--- src/rtl/tenyr_pkg.sv ---
// Opcode, state and reserved-op definitions shared by the tenyr execute stage.
package tenyr_pkg;

   localparam logic [3:0] OP_OR   = 4'h0;
   localparam logic [3:0] OP_AND  = 4'h1;
   localparam logic [3:0] OP_ADD  = 4'h2;
   localparam logic [3:0] OP_MUL  = 4'h3;
   localparam logic [3:0] OP_RSV4 = 4'h4;
   localparam logic [3:0] OP_SHL  = 4'h5;
   localparam logic [3:0] OP_SLT  = 4'h6;
   localparam logic [3:0] OP_SEQ  = 4'h7;
   localparam logic [3:0] OP_SGT  = 4'h8;
   localparam logic [3:0] OP_ANDN = 4'h9;
   localparam logic [3:0] OP_XOR  = 4'hA;
   localparam logic [3:0] OP_SUB  = 4'hB;
   localparam logic [3:0] OP_XNOR = 4'hC;
   localparam logic [3:0] OP_SHR  = 4'hD;
   localparam logic [3:0] OP_SNE  = 4'hE;
   localparam logic [3:0] OP_RSVF = 4'hF;

   // Bit n set means opcode n is reserved (4 and F).
   localparam logic [15:0] RESERVED_OP_MASK = 16'h8010;

   typedef enum logic [1:0] {
      ST_IDLE = 2'b00,
      ST_MUL  = 2'b01,
      ST_DONE = 2'b10
   } exec_state_t;

   function automatic logic is_reserved(input logic [3:0] op);
      return RESERVED_OP_MASK[op];
   endfunction

endpackage

--- src/rtl/exec_mul.sv ---
// Low-half WIDTH x WIDTH multiplier spread over STAGES enable-advanced registers.
module exec_mul
   import tenyr_pkg::*;
#(
   parameter int WIDTH  = 32,
   parameter int STAGES = 2
) (
   input  logic             clk,
   input  logic             reset_n,
   input  logic             clr,
   input  logic             en,
   input  logic [WIDTH-1:0] x,
   input  logic [WIDTH-1:0] o,
   output logic [WIDTH-1:0] prod
);

   logic [WIDTH-1:0] prod_s;
   logic [WIDTH-1:0] stage_r [STAGES];

   // Truncated product of the live operands, loaded into the first stage.
   always_comb begin
      prod_s = x * o;
   end

   // Product pipeline; later stages only carry the first stage forward.
   always_ff @(posedge clk or negedge reset_n) begin
      if (!reset_n) begin
         for (int i = 0; i < STAGES; i++) stage_r[i] <= '0;
      end else if (clr) begin
         for (int i = 0; i < STAGES; i++) stage_r[i] <= '0;
      end else if (en) begin
         stage_r[0] <= prod_s;
         for (int i = 1; i < STAGES; i++) stage_r[i] <= stage_r[i-1];
      end
   end

   assign prod = stage_r[STAGES-1];

endmodule

--- src/rtl/exec_pipe.sv ---
// Execute stage: rhs = f(X, O) + A with handshakes, multi-cycle multiply and flush.
module exec_pipe
   import tenyr_pkg::*;
#(
   parameter int WIDTH      = 32,
   parameter int MUL_CYCLES = 3
) (
   input  logic             clk,
   input  logic             reset_n,
   input  logic             flush,
   input  logic             in_valid,
   output logic             in_ready,
   input  logic [3:0]       op,
   input  logic             swap,
   input  logic [WIDTH-1:0] X,
   input  logic [WIDTH-1:0] Y,
   input  logic [WIDTH-1:0] I,
   output logic             out_valid,
   input  logic             out_ready,
   output logic [WIDTH-1:0] rhs,
   output logic             illegal
);

   localparam int MUL_STAGES = MUL_CYCLES - 1;
   localparam int CNT_W      = (MUL_STAGES > 1) ? $clog2(MUL_STAGES) : 1;
   localparam logic [CNT_W-1:0] CNT_LAST  = CNT_W'(MUL_STAGES - 1);
   localparam logic [WIDTH-1:0] SHIFT_LIM = WIDTH'(WIDTH);

   exec_state_t      state_r, state_nxt_s;
   logic [CNT_W-1:0] cnt_r;
   logic [WIDTH-1:0] a_r, rhs_r;
   logic             illegal_r;
   logic [WIDTH-1:0] o_s, a_s, f_s, alu_s, mul_prod_s;
   logic             in_ready_s, out_valid_s, accept_s, mul_start_s, mul_last_s, mul_en_s;

   assign accept_s    = in_valid & in_ready_s;
   assign mul_start_s = accept_s & ~flush & (op == OP_MUL);
   assign mul_last_s  = (state_r == ST_MUL) & (cnt_r == CNT_LAST);
   assign mul_en_s    = mul_start_s | (state_r == ST_MUL);

   exec_mul #(.WIDTH(WIDTH), .STAGES(MUL_STAGES)) u_mul (
      .clk     (clk),
      .reset_n (reset_n),
      .clr     (flush),
      .en      (mul_en_s),
      .x       (X),
      .o       (o_s),
      .prod    (mul_prod_s)
   );

   // Single-cycle operation table on the live operands; compares are signed.
   always_comb begin
      o_s = swap ? I : Y;
      a_s = swap ? Y : I;
      f_s = '0;
      case (op)
         OP_OR:   f_s = X | o_s;
         OP_AND:  f_s = X & o_s;
         OP_ADD:  f_s = X + o_s;
         OP_SHL:  f_s = (o_s >= SHIFT_LIM) ? '0 : (X << o_s);
         OP_SLT:  f_s = {WIDTH{$signed(X) < $signed(o_s)}};
         OP_SEQ:  f_s = {WIDTH{X == o_s}};
         OP_SGT:  f_s = {WIDTH{$signed(X) > $signed(o_s)}};
         OP_ANDN: f_s = X & ~o_s;
         OP_XOR:  f_s = X ^ o_s;
         OP_SUB:  f_s = X - o_s;
         OP_XNOR: f_s = X ^ ~o_s;
         OP_SHR:  f_s = (o_s >= SHIFT_LIM) ? '0 : (X >> o_s);
         OP_SNE:  f_s = {WIDTH{X != o_s}};
         default: f_s = '0;
      endcase
      if (is_reserved(op)) begin
         alu_s = '0;
      end else begin
         alu_s = f_s + a_s;
      end
   end

   // State register.
   always_ff @(posedge clk or negedge reset_n) begin
      if (!reset_n) state_r <= ST_IDLE;
      else          state_r <= state_nxt_s;
   end

   // Next-state logic; flush overrides any accept or multiply progress.
   always_comb begin
      state_nxt_s = state_r;
      case (state_r)
         ST_IDLE: begin
            if (flush)         state_nxt_s = ST_IDLE;
            else if (accept_s) state_nxt_s = (op == OP_MUL) ? ST_MUL : ST_DONE;
            else               state_nxt_s = ST_IDLE;
         end
         ST_MUL: begin
            if (flush)           state_nxt_s = ST_IDLE;
            else if (mul_last_s) state_nxt_s = ST_DONE;
            else                 state_nxt_s = ST_MUL;
         end
         ST_DONE: begin
            if (flush)          state_nxt_s = ST_IDLE;
            else if (accept_s)  state_nxt_s = (op == OP_MUL) ? ST_MUL : ST_DONE;
            else if (out_ready) state_nxt_s = ST_IDLE;
            else                state_nxt_s = ST_DONE;
         end
         default: state_nxt_s = ST_IDLE;
      endcase
   end

   // Handshake outputs decoded from the state register.
   always_comb begin
      in_ready_s  = (state_r == ST_IDLE) | ((state_r == ST_DONE) & out_ready);
      out_valid_s = (state_r == ST_DONE);
   end

   // Multiply progress counter.
   always_ff @(posedge clk or negedge reset_n) begin
      if (!reset_n)                 cnt_r <= '0;
      else if (flush | mul_start_s) cnt_r <= '0;
      else if (mul_last_s)          cnt_r <= '0;
      else if (state_r == ST_MUL)   cnt_r <= cnt_r + 1'b1;
      else                          cnt_r <= cnt_r;
   end

   // Result registers: loaded at accept, or when the multiply pipeline drains.
   always_ff @(posedge clk or negedge reset_n) begin
      if (!reset_n) begin
         rhs_r     <= '0;
         illegal_r <= 1'b0;
         a_r       <= '0;
      end else if (!flush) begin
         if (accept_s) begin
            a_r       <= a_s;
            illegal_r <= is_reserved(op);
            if (op != OP_MUL) rhs_r <= alu_s;
         end else if (mul_last_s) begin
            rhs_r <= mul_prod_s + a_r;
         end
      end
   end

   assign in_ready  = in_ready_s;
   assign out_valid = out_valid_s;
   assign rhs       = rhs_r;
   assign illegal   = illegal_r;

endmodule
--- config.mk ---
export PLATFORM = sky130hd
export DESIGN_NAME = exec_pipe
export DESIGN_NICKNAME = d
export VERILOG_FILES = /design/src/rtl/tenyr_pkg.sv /design/src/rtl/exec_mul.sv /design/src/rtl/exec_pipe.sv
export SDC_FILE = /design/constraint.sdc
export NUM_CORES = 2
export LEC_CHECK = 0
export BUFFER_PORTS_ARGS = -buffer_cell sky130_fd_sc_hd__buf_2
export CAP_MARGIN = 10
export CORE_MARGIN = 2
export CORE_UTILIZATION = 60
export DETAILED_ROUTE_END_ITERATION = 10
export PLACE_DENSITY = 0.9
export SYNTH_ARGS = -nofsm -noshare
export SYNTH_HDL_FRONTEND = slang
export SYNTH_SLANG_ARGS = --single-unit
export TNS_END_PERCENT = 5
--- constraint.sdc ---
create_clock -name clk -period 5.36 [get_ports clk]
set_input_delay 1.072 -clock clk [delete_from_list [all_inputs] [get_ports clk]]
set_output_delay 1.072 -clock clk [all_outputs]
set_load 0.005 [all_outputs]
==> flow_summary.ini, run 1 <==
[status]
status = stopped before the end
failing_step = global routing
first-error = [ERROR GRT-0116] Global routing finished with congestion. Check the congestion regions in the DRC Viewer.

[logic_synthesis]
synth_fa_ha_area_share_pct = 35.68
synth-edff-count = 0
ys.warnings.count = 0
synth_cell_types = 84
dominantRegCellSynth = dfrtp_1
synth.most_common_cell = nor2_1
yosys-top-cells-count = nor2_1 (561), inv_1 (474), nand2_1 (420), fa_1 (412), ha_1 (282)
yosysTopAreaCell = fa_1
syn_inst = 4123
netlist_area_sq_mm = 0.03300
ys_async_sr_fraction_pct = 100.0
synthXorXnorAreaFrac_pct = 4.830
synth.yosys.seq_area_share_pct = 10.01
synthSimpleGateAreaFrac_pct = 17.27
synth_top_family_by_area = adder cells
syn_area_per_cell_sq_um = 8.005
synth-compound-area-share_pct = 17.58
synth.area.top_cells = fa_1 (25%), ha_1 (11%), dfrtp_1 (10%), nor2_1 (6.4%), inv_1 (5.4%)
synthMuxAreaShare_pct = 6.104
yosysTopAreaCellShare_pct = 24.99
syn-num-nets = 4923
synth-seq-cells = 132

[clock_tree]
root_buffer = clkbuf_16
clockBufferDepth = 2
ctsHtreeMaxLevel = 4
numCtsBuffers = 17
clkSinkCount = 132
hold_buffers = 0

[floorplan]
die_w_um = 238.5
pin_count = 141
fp.dieH_um = 238.5
initial_core_util_pct = 60.97
num_rows = 85

[global_routing]
grt_pass1_vias = 47830
grt_overflow = 1678
grt_first_pass_wirelength_um = 315800
grtUsageTotal_pct = 74.58
grt_max_degree = 73

[place]
port_buffers = 140
dpl.hpwl_um = 126400
gp_congestion = 1.383
post-place-ws_ps = -3526
## per-stage QoR
| step | util (%) | setup TNS, ps | std cells | instance area, sq um |
|---|---|---|---|---|
| 4_1_cts | 78.49 | -79340 | 5685 | 42490 |
| 3_5_place_dp | 75.42 | -139310 | 5614 | 40830 |
| 3_3_place_gp | 75.42 | -127600 | 5614 | 40830 |
| 2_1_floorplan | - | -130380 | 4123 | 33310 |
## metal layers
| metal | track usage [%] | overflow |
|---|---|---|
| met5 | 59.05 | 27 |
| met1 | 74.14 | 242 |
| met2 | 86.00 | 806 |
| met3 | 68.27 | 257 |
| met4 | 65.00 | 346 |
## what timing repair did
action | CTS
pin swaps | 76
buffers inserted | 37
hold endpoints to repair | 0
cloned | 2
setup endpoints to repair | 57
gates resized for setup | 149
## cells by family after synthesis
logic type / after synthesis
compound gates: 880
xor+xnor: 182
fa+ha+maj: 694
buf+inv: 743
flops: 132
mux: 175
simple gates: 1317
==> run 2, diff against run 1 <==
CORE_UTILIZATION = 40   (was 60)
PLACE_DENSITY = not set   (was 0.9)
PLACE_DENSITY_LB_ADDON = 0.15   (was not set)
==> run 2 against run 1 <==
The flow now finishes, with violations (setup timing). Synthesized cell count stayed put. Area after synthesis did not move.
==> flow_summary.ini, run 2 <==
[sta]
period_minus_slack_ps = 7708
timing.final.ws_setup_ps = -2348
finalHoldViolCount = 0
fin_tns_setup_ps = -80220
setup_viol = 56
timing.final.crit_share_pct = 143.8
fmax_mhz = 129.7
slew_headroom_pct = 27.70
fin_hold_ws_ps = 480.2
worstMarginPinSlew_ps = 1084
drv_slew = 0
rsz0062_at_grt = true
clock_skew_ps = 15.35

[logic_synthesis]
yosys-top-cells-count = nor2_1 (561), inv_1 (474), nand2_1 (420), fa_1 (412), ha_1 (282)
synth.most_common_cell = nor2_1
synth.area.top_cells = fa_1 (25%), ha_1 (11%), dfrtp_1 (10%), nor2_1 (6.4%), inv_1 (5.4%)
netlist_area_sq_mm = 0.03300
synth.yosys.seq_area_share_pct = 10.01
synth-seq-cells = 132
ys.warnings.count = 0
syn_inst = 4123
yosysTopAreaCell = fa_1
synth_cell_types = 84
syn_area_per_cell_sq_um = 8.005
dominantRegCellSynth = dfrtp_1
ys_async_sr_fraction_pct = 100.0
syn-num-nets = 4923
synth-edff-count = 0
yosysTopAreaCellShare_pct = 24.99

[place]
dpl.hpwl_um = 136400
port_buffers = 140
gp_congestion = 1.069
place_inst = 6091
place_area_sq_mm = 0.04223

[worst_setup_path]
critPathLaunch = swap
r2r_cells = 14
endpoint_kind = flop
worstPathArrival_ps = 8060
crit_type = primary input to flop
cp_max_fo = 11
cp.required_ps = 5720
r2r-start = u_mul.prod[0]
cp-start-kind = primary input

[worst_hold_path]
min_path_type = flop to flop
hp-start = u_mul.stage_r[33]
hold_depth = 2

[final_layout]
stdcell_count = 6148
layout_commonest_cell = buf_4
drive_gt1_share_pct = 27.78
area.growth.synth_to_final_pct = 32.19
fin_area_sq_mm = 0.04363
layout.nets = 5864
layout_common_cells = buf_4 (984), nor2_1 (551), inv_1 (469)

[floorplan]
die_w_um = 291.2
initial_core_util_pct = 40.32
fp.dieH_um = 291.2
fp.dieArea_sq_mm = 0.08482
pin_count = 141
core_area_sq_mm = 0.08185
num_rows = 105

[clock_tree]
ctsHtreeMaxLevel = 4
clkSinkCount = 132
root_buffer = clkbuf_16
numCtsBuffers = 17
hold_buffers = 0
cts_tree = done
clk_latency_ps = 440
clockBufferDepth = 2
clk_pin_slew_ps = 70

[status]
status = complete, but fails checks
violations = setup timing

[drt]
num_vias = 34900
drc = 0
dr_wl_met2_um = 68620
viasPerCell = 5.677
met3_length_um = 16730
wl_per_cell_um = 26.29
topRoutingLayerUsed = met5
detail-route-antenna-nets = 0
met1Wirelength_um = 65770
wl_um = 161600
first_pass_iters = 8
drtIter0Drc = 3414

[global_routing]
grt_first_pass_wirelength_um = 237000
grt_overflow = 0
grtUsageTotal_pct = 38.13
grt_antenna_before_repair = 5
grt_pass1_vias = 35340
grt_max_degree = 98

[run]
max_cap_violations = 0
-- run 2: cell families after synthesis --
| logic type | synth area share (%) |
|---|---|
| xor+xnor | 4.830 |
| flops | 10.01 |
| simple gates | 17.27 |
| compound gates | 17.58 |
| buf+inv | 8.526 |
| fa+ha+maj | 35.68 |
| mux | 6.104 |
-- run 2: through the flow --
step	setup WS [ps]	util, %
after floorplan	-3130	-
after CTS	-2371	52.90
after detailed placement	-3250	51.59
after global routing	-2602	53.30
final	-2348	53.30
after global placement	-3263	51.59
-- run 2: timing repair --
action	4_1_cts	5_1_grt
endpoints found under the setup margin	58	57
gates resized for setup	76	32
pin swaps	27	6
buffers inserted	7	14
cloned	1	2
-- run 2: area by class of cell --
class                   instances  area (sq um)
fillers                      7993         38220
multi-input cells            3249         27560
repair buffers               1170          8941
flip-flops and latches        132          3303
inverters                     494          1864
well taps                    1070          1339
clock buffers                  17         425.4
clock inverters                14         188.9
diodes                          2         5.005
-- run 2: metal layers --
metal | up-vias | track usage, %
li1 | 15730 | -
met1 | 17000 | 50.24
met2 | 1754 | 57.16
met3 | 423 | 10.12
met4 | 4 | 20.18
met5 | - | 0
-- run 2: worst paths after layout --
path | endpoint | slack, ps
setup / recovery | u_mul.stage_r[61] | -2350
hold / removal | u_mul.stage_r[33] | 480
setup reg to reg | rhs[18] | 1980
hold reg to reg | u_mul.stage_r[33] | 480
max in group asynchronous | u_mul.prod[12] | 3480
min in group asynchronous | rhs[30] | 730
-- run 2: critical path: stages --
cell and delay, ps:
clkbuf_16 170, mux2i_4 200, buf_12 160, buf_4 150, inv_1 100, buf_4 190
buf_4 160, nand2_1 70, fa_1 510, inv_1 50, fa_1 470, inv_1 70
fa_1 530, fa_1 570, inv_1 60, fa_1 480, fa_1 590, fa_1 440
fa_1 520, ha_1 370, o21a_1 200, o21ai_0 340, buf_4 180, o21bai_1 80
xnor2_1 140, o31ai_1 180
Power of run 2 is left out: the tool's default activity adds up to more than one toggle a clock period on the data nets, which glitch-free logic cannot reach.
